`config.mk`:
```
export PLATFORM = sky130hd
export DESIGN_NAME = demux_deser_flat
export DESIGN_NICKNAME = d
export VERILOG_FILES = /design/src/rtl/demux_deser_if.sv /design/src/rtl/demux_deser.sv /design/src/flat_wrapper.sv
export SDC_FILE = /design/constraint.sdc
export NUM_CORES = 1
export LEC_CHECK = 0
export CORE_AREA = 2 2 39 41
export CTS_CLUSTER_SIZE = 10
export DETAILED_ROUTE_END_ITERATION = 16
export DIE_AREA = 0 0 41 43
export REMOVE_ABC_BUFFERS = 1
export SYNTH_ARGS = -nofsm -noshare
export SYNTH_HDL_FRONTEND = slang
export SYNTH_SLANG_ARGS = --single-unit
export TNS_END_PERCENT = 100
```
`constraint.sdc`:
```
create_clock -name clk -period 1.9 [get_ports clk]
set_input_delay 0.475 -clock clk [delete_from_list [all_inputs] [get_ports clk]]
set_output_delay 0.475 -clock clk [all_outputs]
set_load 0.05 [all_outputs]
```
`src/rtl/demux_deser_if.sv`:
```
// Bus between the mux-driven serial link and the deserialiser.
// The master drives the serial side; the slave (the deserialiser) drives the
// recovered word, the lane index and the status pulses.
interface demux_deser_if #(
    parameter int N     = 4,
    parameter int SEL_W = 2
);
    // Serial side
    logic             y_in;
    logic             in_valid;
    logic             sync;

    // Recovered side
    logic [N-1:0]     D_out;
    logic             out_valid;
    logic [SEL_W-1:0] sel_out;
    logic [N-1:0]     en;
    logic             frame_err;

    modport master (
        output y_in,
        output in_valid,
        output sync,
        input  D_out,
        input  out_valid,
        input  sel_out,
        input  en,
        input  frame_err
    );

    modport slave (
        input  y_in,
        input  in_valid,
        input  sync,
        output D_out,
        output out_valid,
        output sel_out,
        output en,
        output frame_err
    );
endinterface

```
`src/rtl/demux_deser.sv`:
```
// Serial-to-parallel recovery for a select-mux link.
// Each accepted bit lands in the lane given by the lane counter (or lane 0 when
// sync is asserted); after N accepted bits the complete word is published on
// D_out together with a one-cycle out_valid pulse. Partial frames live only in
// the shadow register, so D_out never shows a half-built word.
module demux_deser #(
    parameter int N     = 4,
    parameter int SEL_W = 2
) (
    input  logic            clk,
    input  logic            rst,
    demux_deser_if.slave    bus
);

    // Index of the last lane; reaching it closes a frame.
    localparam logic [SEL_W-1:0] LAST_LANE = SEL_W'(N - 1);

    logic [N-1:0]     r_shd;
    logic [N-1:0]     r_dout;
    logic             r_out_valid;
    logic [SEL_W-1:0] r_sel;
    logic             r_frame_err;

    logic [SEL_W-1:0] w_lane;
    logic             w_last;
    logic [N-1:0]     w_word;
    logic [N-1:0]     w_en;

    // Lane for the current bit: sync restarts the frame at lane 0.
    always_comb begin
        w_lane = bus.sync ? '0 : r_sel;
        w_last = (w_lane == LAST_LANE);
    end

    // The finished word is the shadow with its top lane taken straight from
    // y_in, so the frame can be published on the same edge the last bit arrives.
    assign w_word = {bus.y_in, r_shd[N-2:0]};

    // One-hot lane enable, decoded only from the registered lane counter so
    // there is no combinational path from the inputs to en.
    generate
        for (genvar gi = 0; gi < N; gi++) begin : g_en
            assign w_en[gi] = (r_sel == SEL_W'(gi));
        end
    endgenerate

    // Lane counter, shadow capture, word publication and status pulses.
    always_ff @(posedge clk) begin
        if (rst) begin
            r_shd       <= '0;
            r_dout      <= '0;
            r_out_valid <= 1'b0;
            r_sel       <= '0;
            r_frame_err <= 1'b0;
        end else begin
            // Both status outputs are single-cycle pulses by default.
            r_out_valid <= 1'b0;
            // A sync while mid-frame abandons the partial word and flags it.
            r_frame_err <= bus.sync && (r_sel != '0);

            if (bus.in_valid) begin
                r_shd[w_lane] <= bus.y_in;
                if (w_last) begin
                    r_sel       <= '0;
                    r_dout      <= w_word;
                    r_out_valid <= 1'b1;
                end else begin
                    r_sel <= w_lane + SEL_W'(1);
                end
            end else if (bus.sync) begin
                // Sync without data only rewinds the lane counter; stale shadow
                // bits are overwritten before they can reach D_out.
                r_sel <= '0;
            end
        end
    end

    assign bus.D_out     = r_dout;
    assign bus.out_valid = r_out_valid;
    assign bus.sel_out   = r_sel;
    assign bus.en        = w_en;
    assign bus.frame_err = r_frame_err;

endmodule

```
`src/flat_wrapper.sv`:
```
// flat-port wrapper written by rule: the top's interface ports become plain ports
module demux_deser_flat 
#(
    parameter int N     = 4,
    parameter int SEL_W = 2
)
  (clk, rst, bus_y_in, bus_in_valid, bus_sync, bus_D_out, bus_out_valid, bus_sel_out, bus_en, bus_frame_err);
  demux_deser_if #(.N(N), .SEL_W(SEL_W)) bus_i ();
  input  logic clk;
  input  logic rst;
  input wire logic [$bits(bus_i.y_in)-1:0] bus_y_in;
  input wire logic [$bits(bus_i.in_valid)-1:0] bus_in_valid;
  input wire logic [$bits(bus_i.sync)-1:0] bus_sync;
  output wire logic [$bits(bus_i.D_out)-1:0] bus_D_out;
  output wire logic [$bits(bus_i.out_valid)-1:0] bus_out_valid;
  output wire logic [$bits(bus_i.sel_out)-1:0] bus_sel_out;
  output wire logic [$bits(bus_i.en)-1:0] bus_en;
  output wire logic [$bits(bus_i.frame_err)-1:0] bus_frame_err;
  assign bus_i.y_in = bus_y_in;
  assign bus_i.in_valid = bus_in_valid;
  assign bus_i.sync = bus_sync;
  assign bus_D_out = bus_i.D_out;
  assign bus_out_valid = bus_i.out_valid;
  assign bus_sel_out = bus_i.sel_out;
  assign bus_en = bus_i.en;
  assign bus_frame_err = bus_i.frame_err;
  demux_deser #(.N(N), .SEL_W(SEL_W)) u_core (.clk(clk), .rst(rst), .bus(bus_i));
endmodule
```
==> results.toml <==
[run_status]
status = "finished, final reports clean"

[clocking]
path_clk_slew_ns = 0.06
cts_buffers = 3
clk_latency_ns = 0.26
cts_hold_buf = 0
cts_resized = 0
htree_levels = 1
cts_tree = "built"
post-cts-setup-buffers = 0
root_buffer = "clkbuf_4"
clock-sinks = 11
cts.path.max_buffers = 2

[layout]
register_area_sq_um = 220
drive_above_1_share = 0.273
fin_util = 0.500
n_fill_cell = 139
area_growth_pct = 49.9
final_cell_mix = "dfxtp_1 (11), nor2_1 (9), buf_4 (7), mux2i_1 (6), clkdlybuf4s50_1 (6)"
multi_input_area_sq_um = 233
final_common_cell = "dfxtp_1"
nets = 73
final_cells = 82
insertedDiodeCount = 0
final_cell_area_sq_um = 692

[setup_path]
end_kind = "primary output"
crit_slowest_cell = "clkdlybuf4s50_1"
timing.reg2reg.setup_slack_ns = 0.70
path_class = "flop to primary output"
reg2reg_to = "u_core.bus.sel_out[1]"
slowest_delay_ns = 0.79
worstPathArrival_ns = 1.36
ff2ff_path_depth = 5
critPathLaunchType = "flop"
crit_family = "buffers and inverters"
r2r_start = "u_core.bus.sel_out[0]"
critPathRequiredTime_ns = 1.42
path_max_fanout = 1
worst-path-buf-inv = 1
cp_cell_sequence = "clkdlybuf4s50_1"

[sta]
hold_violations = 0
relSlewSlack = 0.674
slew_violations = 0
period_minus_slack_ns = 1.83
worst_pin_slew_ns = 0.487
fin_crit_sh = 0.965
rsz0062_at_grt = "no"
skew_ns = 0.00191
fin_hold_ws_ns = 0.457
tns_ns = 0
fmax_mhz = 546
setup_violations = 0
fin_ws_ns = 0.0670

[global_routing]
gr-total-overflow = 0
grt_pass1_vias = 341
gr-usage-all-layers = 0.121
antenna_found_initial = 0
grt_max_degree = 12
grt_pass1_wl_um = 1370

[die]
coreArea_sq_mm = 0.00138
start_util = 0.334
die_y_um = 43
dieArea_sq_mm = 0.00176
io_pins = 17
row_count = 14
die_w_um = 41

[placement]
gp_congestion = 0.617
place_ws_ns = 0.0931
hpwlAfterDp_um = 638
dpl_cell_area_sq_um = 666
dp.cells = 78
io_buffers = 16

[synth]
syn-instance-count = 47
ys_types = 19
syn_area_per_cell_sq_um = 9.82
synth_area_sq_um = 462
yosysSeqAreaShare = 0.477
ys_ff_latch = 11
yosysWarnings = 0

[routing]
drc = 0
viasPerCell = 4.73
drtIter0Drc = 5
drt-wirelength-per-cell_um = 10.1
vias = 388
ant_nets = 0
firstDrtPassIters = 2
wirelength_um = 828

[worst_hold_path]
min_to = "u_core.r_shd[0]"
worstHoldStart = "u_core.r_shd[0]"
worstHoldPathCells = 2
holdCritPathClass = "flop to flop"

[power_and_ir_drop]
report.power.total_uw = 473
p_int_uw = 352
p_sw_uw = 121
power_frac_comb = 0.166
power_frac_clock = 0.326
cellPowerDensity_mw_per_mm2 = 684
leakage_nw = 0.314
seq_power_share = 0.508
swShare = 0.255
ir_worst_vdd_mv = 0.435

[job]
drv_cap = 0
==> worst reg2reg max path: cells and delay by family (launching register included) <==
family          cells  cell delay (ns)
compound gates      1             0.11
simple gates        3             0.21
flops               1             0.48
fa+ha+maj           1             0.29
==> area by class of cell <==
type / count / area share
Sequential cell: 11 / 0.318
Tap cell: 16 / 0.0289
Clock buffer: 4 / 0.0380
Timing Repair Buffer: 17 / 0.278
Multi-Input combinational cell: 34 / 0.336
==> kinds of logic after synthesis <==
| group | synth area share |
|---|---|
| mux | 0.130 |
| flops | 0.477 |
| compound gates | 0.0379 |
| buf+inv | 0.0190 |
| simple gates | 0.309 |
| fa+ha+maj | 0.0271 |
==> cells in the mapped netlist <==
| master | n | area share |
|---|---|---|
| nor3b_1 | 1 | 0.016 |
| a21oi_1 | 2 | 0.022 |
| clkbuf_1 | 1 | 0.0081 |
| and2_1 | 1 | 0.014 |
| nor2_1 | 9 | 0.073 |
| o21a_1 | 1 | 0.016 |
| or2_0 | 1 | 0.014 |
| nor2b_1 | 1 | 0.014 |
| nand2_1 | 4 | 0.033 |
| ha_1 | 1 | 0.027 |
| dfxtp_1 | 11 | 0.48 |
| buf_2 | 1 | 0.011 |
| nand3_1 | 1 | 0.011 |
| and2b_1 | 1 | 0.016 |
| nand2b_1 | 1 | 0.014 |
| nand2b_2 | 1 | 0.019 |
| mux2i_1 | 6 | 0.13 |
| nand4b_2 | 1 | 0.033 |
| and4bb_2 | 2 | 0.054 |
==> worst max path at each step <==
stage | cells after the start | startpoint | slack [ns] | end
CTS | 1 | u_core.bus.out_valid | 0.05 | bus_out_valid
floorplan | 1 | u_core.bus.sel_out[0] | -0.1 | bus_en[1]
finish | 1 | u_core.bus.out_valid | 0.07 | bus_out_valid
global route | 1 | u_core.bus.frame_err | 0.007 | bus_frame_err
detailed placement | 6 | bus_sync | 0.09 | u_core.bus.sel_out[1]
global placement | 6 | bus_sync | 0.1 | u_core.bus.sel_out[1]
==> state kept, by name, indices dropped and copies added (netlist names) <==
name and cells:
u_core.bus.out_valid 1, u_core.bus.sel_out 2, u_core.r_shd 3, u_core.bus.D_out 4, u_core.bus.frame_err 1
==> power groups by stage <==
stage          combinational [mW]  sequential, mW  clock [mW]
2_1_floorplan              0.0292           0.254           0
3_3_place_gp               0.0790           0.246           0
3_5_place_dp               0.0792           0.246           0
4_1_cts                    0.0794           0.241       0.163
5_1_grt                    0.0842           0.241       0.175
6_report                   0.0784           0.240       0.154
==> metal layers <==
metal	global-route usage	share of wire	up-vias
met3	0.0471	0.087	0
met4	0.100	0	0
met2	0.175	0.50	15
li1	-	-	197
met1	0.132	0.42	176
met5	0	0	-
Note: power is estimated with default switching activity, not from simulation.
==> edit 1 (same settings) <==
`SEL_W` is set to 2 in 3 places; all go to 1.
--- a/src/rtl/demux_deser_if.sv
+++ b/src/rtl/demux_deser_if.sv
@@ -3,7 +3,7 @@
 // recovered word, the lane index and the status pulses.
 interface demux_deser_if #(
     parameter int N     = 4,
-    parameter int SEL_W = 2
+    parameter int SEL_W = 1
 );
     // Serial side
     logic             y_in;
--- a/src/rtl/demux_deser.sv
+++ b/src/rtl/demux_deser.sv
@@ -5,7 +5,7 @@
 // the shadow register, so D_out never shows a half-built word.
 module demux_deser #(
     parameter int N     = 4,
-    parameter int SEL_W = 2
+    parameter int SEL_W = 1
 ) (
     input  logic            clk,
     input  logic            rst,
--- a/src/flat_wrapper.sv
+++ b/src/flat_wrapper.sv
@@ -2,7 +2,7 @@
 module demux_deser_flat 
 #(
     parameter int N     = 4,
-    parameter int SEL_W = 2
+    parameter int SEL_W = 1
 )
   (clk, rst, bus_y_in, bus_in_valid, bus_sync, bus_D_out, bus_out_valid, bus_sel_out, bus_en, bus_frame_err);
   demux_deser_if #(.N(N), .SEL_W(SEL_W)) bus_i ();
Ports: changed (resized bus_sel_out); port bits go from 17 to 16. The function was not compared with the original's and may differ.
==> edit 1 against the original RTL <==
  * Clock power is 14% lower
  * Power decreased by 21%
  * Setup slack better by 0.37 ns
  * Cell area fell by 38%
  * Largest cell class is now flip-flops and latches
  * Final cell count down 28%
  * Core utilization fell by 19 points
  * Sequential cell count decreased by 4
  * Critical endpoint is now u_core.bus.D_out[0]
  * Hold slack gained 0.036 ns
  * Area after synthesis down 34%
  * Wire length decreased by 37%
  * Combinational power increased by 4.3%
  * Die area is the same
==> edit 1: results (changes against the original RTL) <==
ant diodes 0 (unchanged); Setup Buffers After CTS 0 (unchanged); WHS Path Cells 2 (unchanged); filler cell count 158 (was 139); Max FO, Critical Path 3 (was 1); layout cells sized above 1 0.349 (was 0.273); Hold Crit Class reg -> reg (unchanged); largest net degree at the start of global routing 8 (was 12); clk_lat worst skew 0.25 ns; Seq/Total Area, Yosys 0.457 (was 0.477); Routability Congestion 0.603 (was 0.617); DR pass1 iterations 2 (unchanged); initial antenna violation count 0 (unchanged); Post-synth top cells 7 x dfxtp_1, 6 x nor2_1, 5 x buf_4, 4 x mux2i_1 (was 11 x dfxtp_1, 9 x nor2_1, 6 x mux2i_1, 4 x nand2_1); first-pass GRT wire length 765 um (was 1370 um); clock-pin slew on the worst setup and hold paths 0.05 ns; Buffers on Ports 14 (was 16); async set-or-reset flop fraction in the synthesized netlist 0 (unchanged); Pleak 0.202 nW (was 0.314 nW); max reg flops 3 (was 4); Final setup viols 0 (unchanged); Wirelength per Cell 8.78 um (was 10.1 um); final clock skew 0.00158 ns (was 0.00191 ns); largest cells by area after synthesis dfxtp_1 46%, mux2i_1 13%, buf_4 12% (was dfxtp_1 48%, mux2i_1 13%, nor2_1 7.3%); maximum clock path buffer count 2 (unchanged); Post-CTS Resized 0 (unchanged); placed cell areas 404 sq um (was 666 sq um); DR vias 205 (was 388); CTS H-tree lvls 1 (unchanged); arrival time worst endpoint 1.59 ns (was 1.36 ns); number of global-route vias before repair 182 (was 341); Net count, final 51 (was 73); Netlist cell types 10 (was 19); R2R depth 5 (unchanged); status finished, final reports clean (unchanged); 1st-iter DRT viols 6 (was 5); Max VDD drop 0.288 mV (was 0.435 mV); CTS Buf Count 3 (unchanged); area grow syn2layout 40.4% (was 49.9%); Net Switching 0.000112 W (was 0.000121 W); Place WS 0.167 ns (was 0.0931 ns); YS warnings 0 (unchanged); CTS root buf clkbuf_4 (unchanged); Total GRT Usage 0.0776 (was 0.121)
-- edit 1: power groups by stage --
stage | Combinational, W | Clock, W | Sequential (W)
2_1_floorplan | 0.0000294 | 0 | 0.000184
3_3_place_gp | 0.0000823 | 0 | 0.000160
3_5_place_dp | 0.0000823 | 0 | 0.000160
4_1_cts | 0.0000826 | 0.000143 | 0.000157
5_1_grt | 0.0000852 | 0.000154 | 0.000157
6_report | 0.0000818 | 0.000133 | 0.000157
-- edit 1: worst max-delay path, stage by stage --
cell,delay [ns]
clkdlybuf4s50_1,0.42
nand2b_4,0.16
inv_1,0.06
ha_1,0.23
mux2i_1,0.20
nor2_1,0.06
-- edit 1: final cells by class --
cell class / count / share of cell area
Inverter: 2 / 0.0174
Sequential cell: 7 / 0.326
Multi-Input combinational cell: 16 / 0.282
Clock buffer: 4 / 0.0610
Timing Repair Buffer: 14 / 0.267
Tap cell: 16 / 0.0465
-- edit 1: metal layers --
metal	routed length [um]	share of wire	vias to the layer above	GRT usage
met5	0	0	-	0
met2	255	0.49	5	0.0938
met4	0	0	0	0.0800
met1	224	0.43	86	0.0651
met3	37	0.071	0	0.0785
li1	-	-	114	-
-- edit 1: worst paths after layout --
check	start	end	slack, ns
max reg2reg	u_core.bus.sel_out	u_core.bus.D_out[0]	0.71
max	bus_sync	u_core.bus.D_out[0]	0.44
min	u_core.bus.D_out[1]	u_core.bus.D_out[1]	0.49
min reg2reg	u_core.bus.D_out[1]	u_core.bus.D_out[1]	0.49
-- edit 1: metrics by stage --
step / hold WS (ns) / TNS (ns) / total power [W] / cells
floorplan: 0.460 / -2.00 / 0.000213 / 25
global placement: 0.479 / 0 / 0.000242 / 55
detailed placement: 0.491 / 0 / 0.000242 / 55
CTS: 0.505 / 0 / 0.000382 / 59
global route: 0.528 / 0 / 0.000397 / 59
finish: 0.494 / 0 / 0.000372 / 59
-- edit 1: cell families (layout without fill, tap and decap cells) --
kind of cell,count (synthesis),count (layout),share of synthesized area
adder cells (fa/ha/maj),2,2,0.0816
buffers and inverters,7,20,0.147
flip-flops,7,7,0.457
multiplexers,4,4,0.131
other,1,1,0.0122
AND/OR/NAND/NOR,9,9,0.171
==> edit 2 (config.mk and constraints unchanged) <==
Made on the original files. Make the reset (`rst`) asynchronous in one clocked block.
--- a/src/rtl/demux_deser.sv
+++ b/src/rtl/demux_deser.sv
@@ -45,7 +45,7 @@
     endgenerate
 
     // Lane counter, shadow capture, word publication and status pulses.
-    always_ff @(posedge clk) begin
+    always_ff @(posedge clk or posedge rst) begin
         if (rst) begin
             r_shd       <= '0;
             r_dout      <= '0;
Function: differs if rst is asserted again (counterexample within 4 cycles, from zero or initial values and one cycle with rst high); with rst held inactive, the same outputs for 10 cycles.
==> edit 2 against the original RTL <==
  * Sequential cell count unchanged
  * Setup slack improved by 0.16 ns
  * Cell area up 4.9%
  * Critical path depth increased by 1
  * Highest routed layer is now met4
  * Area after synthesis increased by 4.9%
  * Wire length grew 6.4%
Power is not compared: it rests on default switching activity, and its combinational part moved more than twofold at a synthesized area within 25%.
==> edit 2: results (changes against the original RTL) <==
Routability Congestion 0.652 (was 0.617); status finished, final reports clean (unchanged); Wirelength per Cell 12.1 um (was 10.1 um); first-pass GRT wire length 1440 um (was 1370 um); Post-Place Cells 69 (was 78); CP max stage cell dfrtp_1 (was clkdlybuf4s50_1); worst-margin pin slew 0.406 ns (was 0.487 ns); Total GRT Usage 0.126 (was 0.121); global route total overflow 0 (unchanged); Netlist cell types 14 (was 19); synthesized area per cell 13.8 sq um (was 9.82 sq um); largest cells by area after synthesis dfrtp_1 57%, mux2_2 12%, mux2_4 6.2% (was dfxtp_1 48%, mux2i_1 13%, nor2_1 7.3%); final clock skew 0.00323 ns (was 0.00191 ns); dpl hpwl 735 um (was 638 um); Buffers on Ports 16 (unchanged); ant diodes 0 (unchanged); async set-or-reset flop fraction in the synthesized netlist 1.00 (was 0); DR pass1 iterations 1 (was 2); Hold Buf Count CTS 0 (unchanged); clock-pin slew on the worst setup and hold paths 0.07 ns; max reg flops 4 (unchanged); 1st-iter DRT viols 0 (was 5); Seq/Total Area, Yosys 0.568 (was 0.477); Max VDD drop 0.608 mV; DR vias/cell 4.70 (was 4.73); YS warnings 0 (unchanged); placed cell areas 699 sq um (was 666 sq um); Critical Path Max Stage Delay 0.49 ns (was 0.79 ns); cell family with most CP delay flip-flops (was buffers and inverters); Post-synth top cells 11 x dfrtp_1, 5 x mux2_2, 3 x nor2b_1 (was 11 x dfxtp_1, 9 x nor2_1, 6 x mux2i_1, 4 x nand2_1); Max FO, Critical Path 9 (was 1); layout cells sized above 1 0.439 (was 0.273); Place WS 0.0658 ns (was 0.0931 ns); WL final 881 um (was 828 um); Net count, final 64 (was 73); arrival time worst endpoint 1.20 ns (was 1.36 ns); number of global-route vias before repair 325 (was 341); filler cell count 122 (was 139); Hold Crit Class in -> async (was reg -> reg)
-- edit 2: cell families after synthesis --
kind of cell,Yosys count,synth area share
compound gates,1,0.0103
xor+xnor,1,0.0181
fa+ha+maj,1,0.0258
buf+inv,2,0.0155
flops,11,0.568
mux,7,0.178
simple gates,12,0.183
-- edit 2: routing by layer --
metal  wire, um  track usage
met1        345        0.153
met2        471        0.188
met4         18       0.0600
met3         45       0.0471
met5          0            0
-- edit 2: path summary, 6_finish.rpt --
kind | startpoint | endpoint | slack (ns) | cells after the start
hold / removal | rst | u_core.bus.D_out[3] | 0.51 | 2
min in group clk | u_core.bus.D_out[3] | u_core.bus.D_out[3] | 0.51 | 1
setup / recovery | u_core.bus.sel_out[0] | bus_en[1] | 0.23 | 2
hold reg to reg | u_core.bus.D_out[3] | u_core.bus.D_out[3] | 0.51 | 1
max in group asynchronous | rst | u_core.bus.D_out[1] | 1.11 | 2
setup reg to reg | u_core.bus.sel_out[0] | u_core.r_shd[0] | 0.55 | 4
-- edit 2: report_power, final --
| group | leakage [nW] | internal [W] | switching [W] |
|---|---|---|---|
| clock network | 0.0150 | 0.0000812 | 0.0000718 |
| registers | 0.138 | 0.000304 | 0.0000454 |
| logic | 0.209 | 0.000187 | 0.000284 |
-- edit 2: cell type report --
cell class | instances | area (sq um) | share of cell area
sequential | 11 | 275 | 0.379
multi-input combinational | 22 | 201 | 0.278
timing repair buffer | 18 | 195 | 0.269
clock buffer | 4 | 26.3 | 0.0362
tap | 16 | 20.0 | 0.0276
inverter | 2 | 7.51 | 0.0103
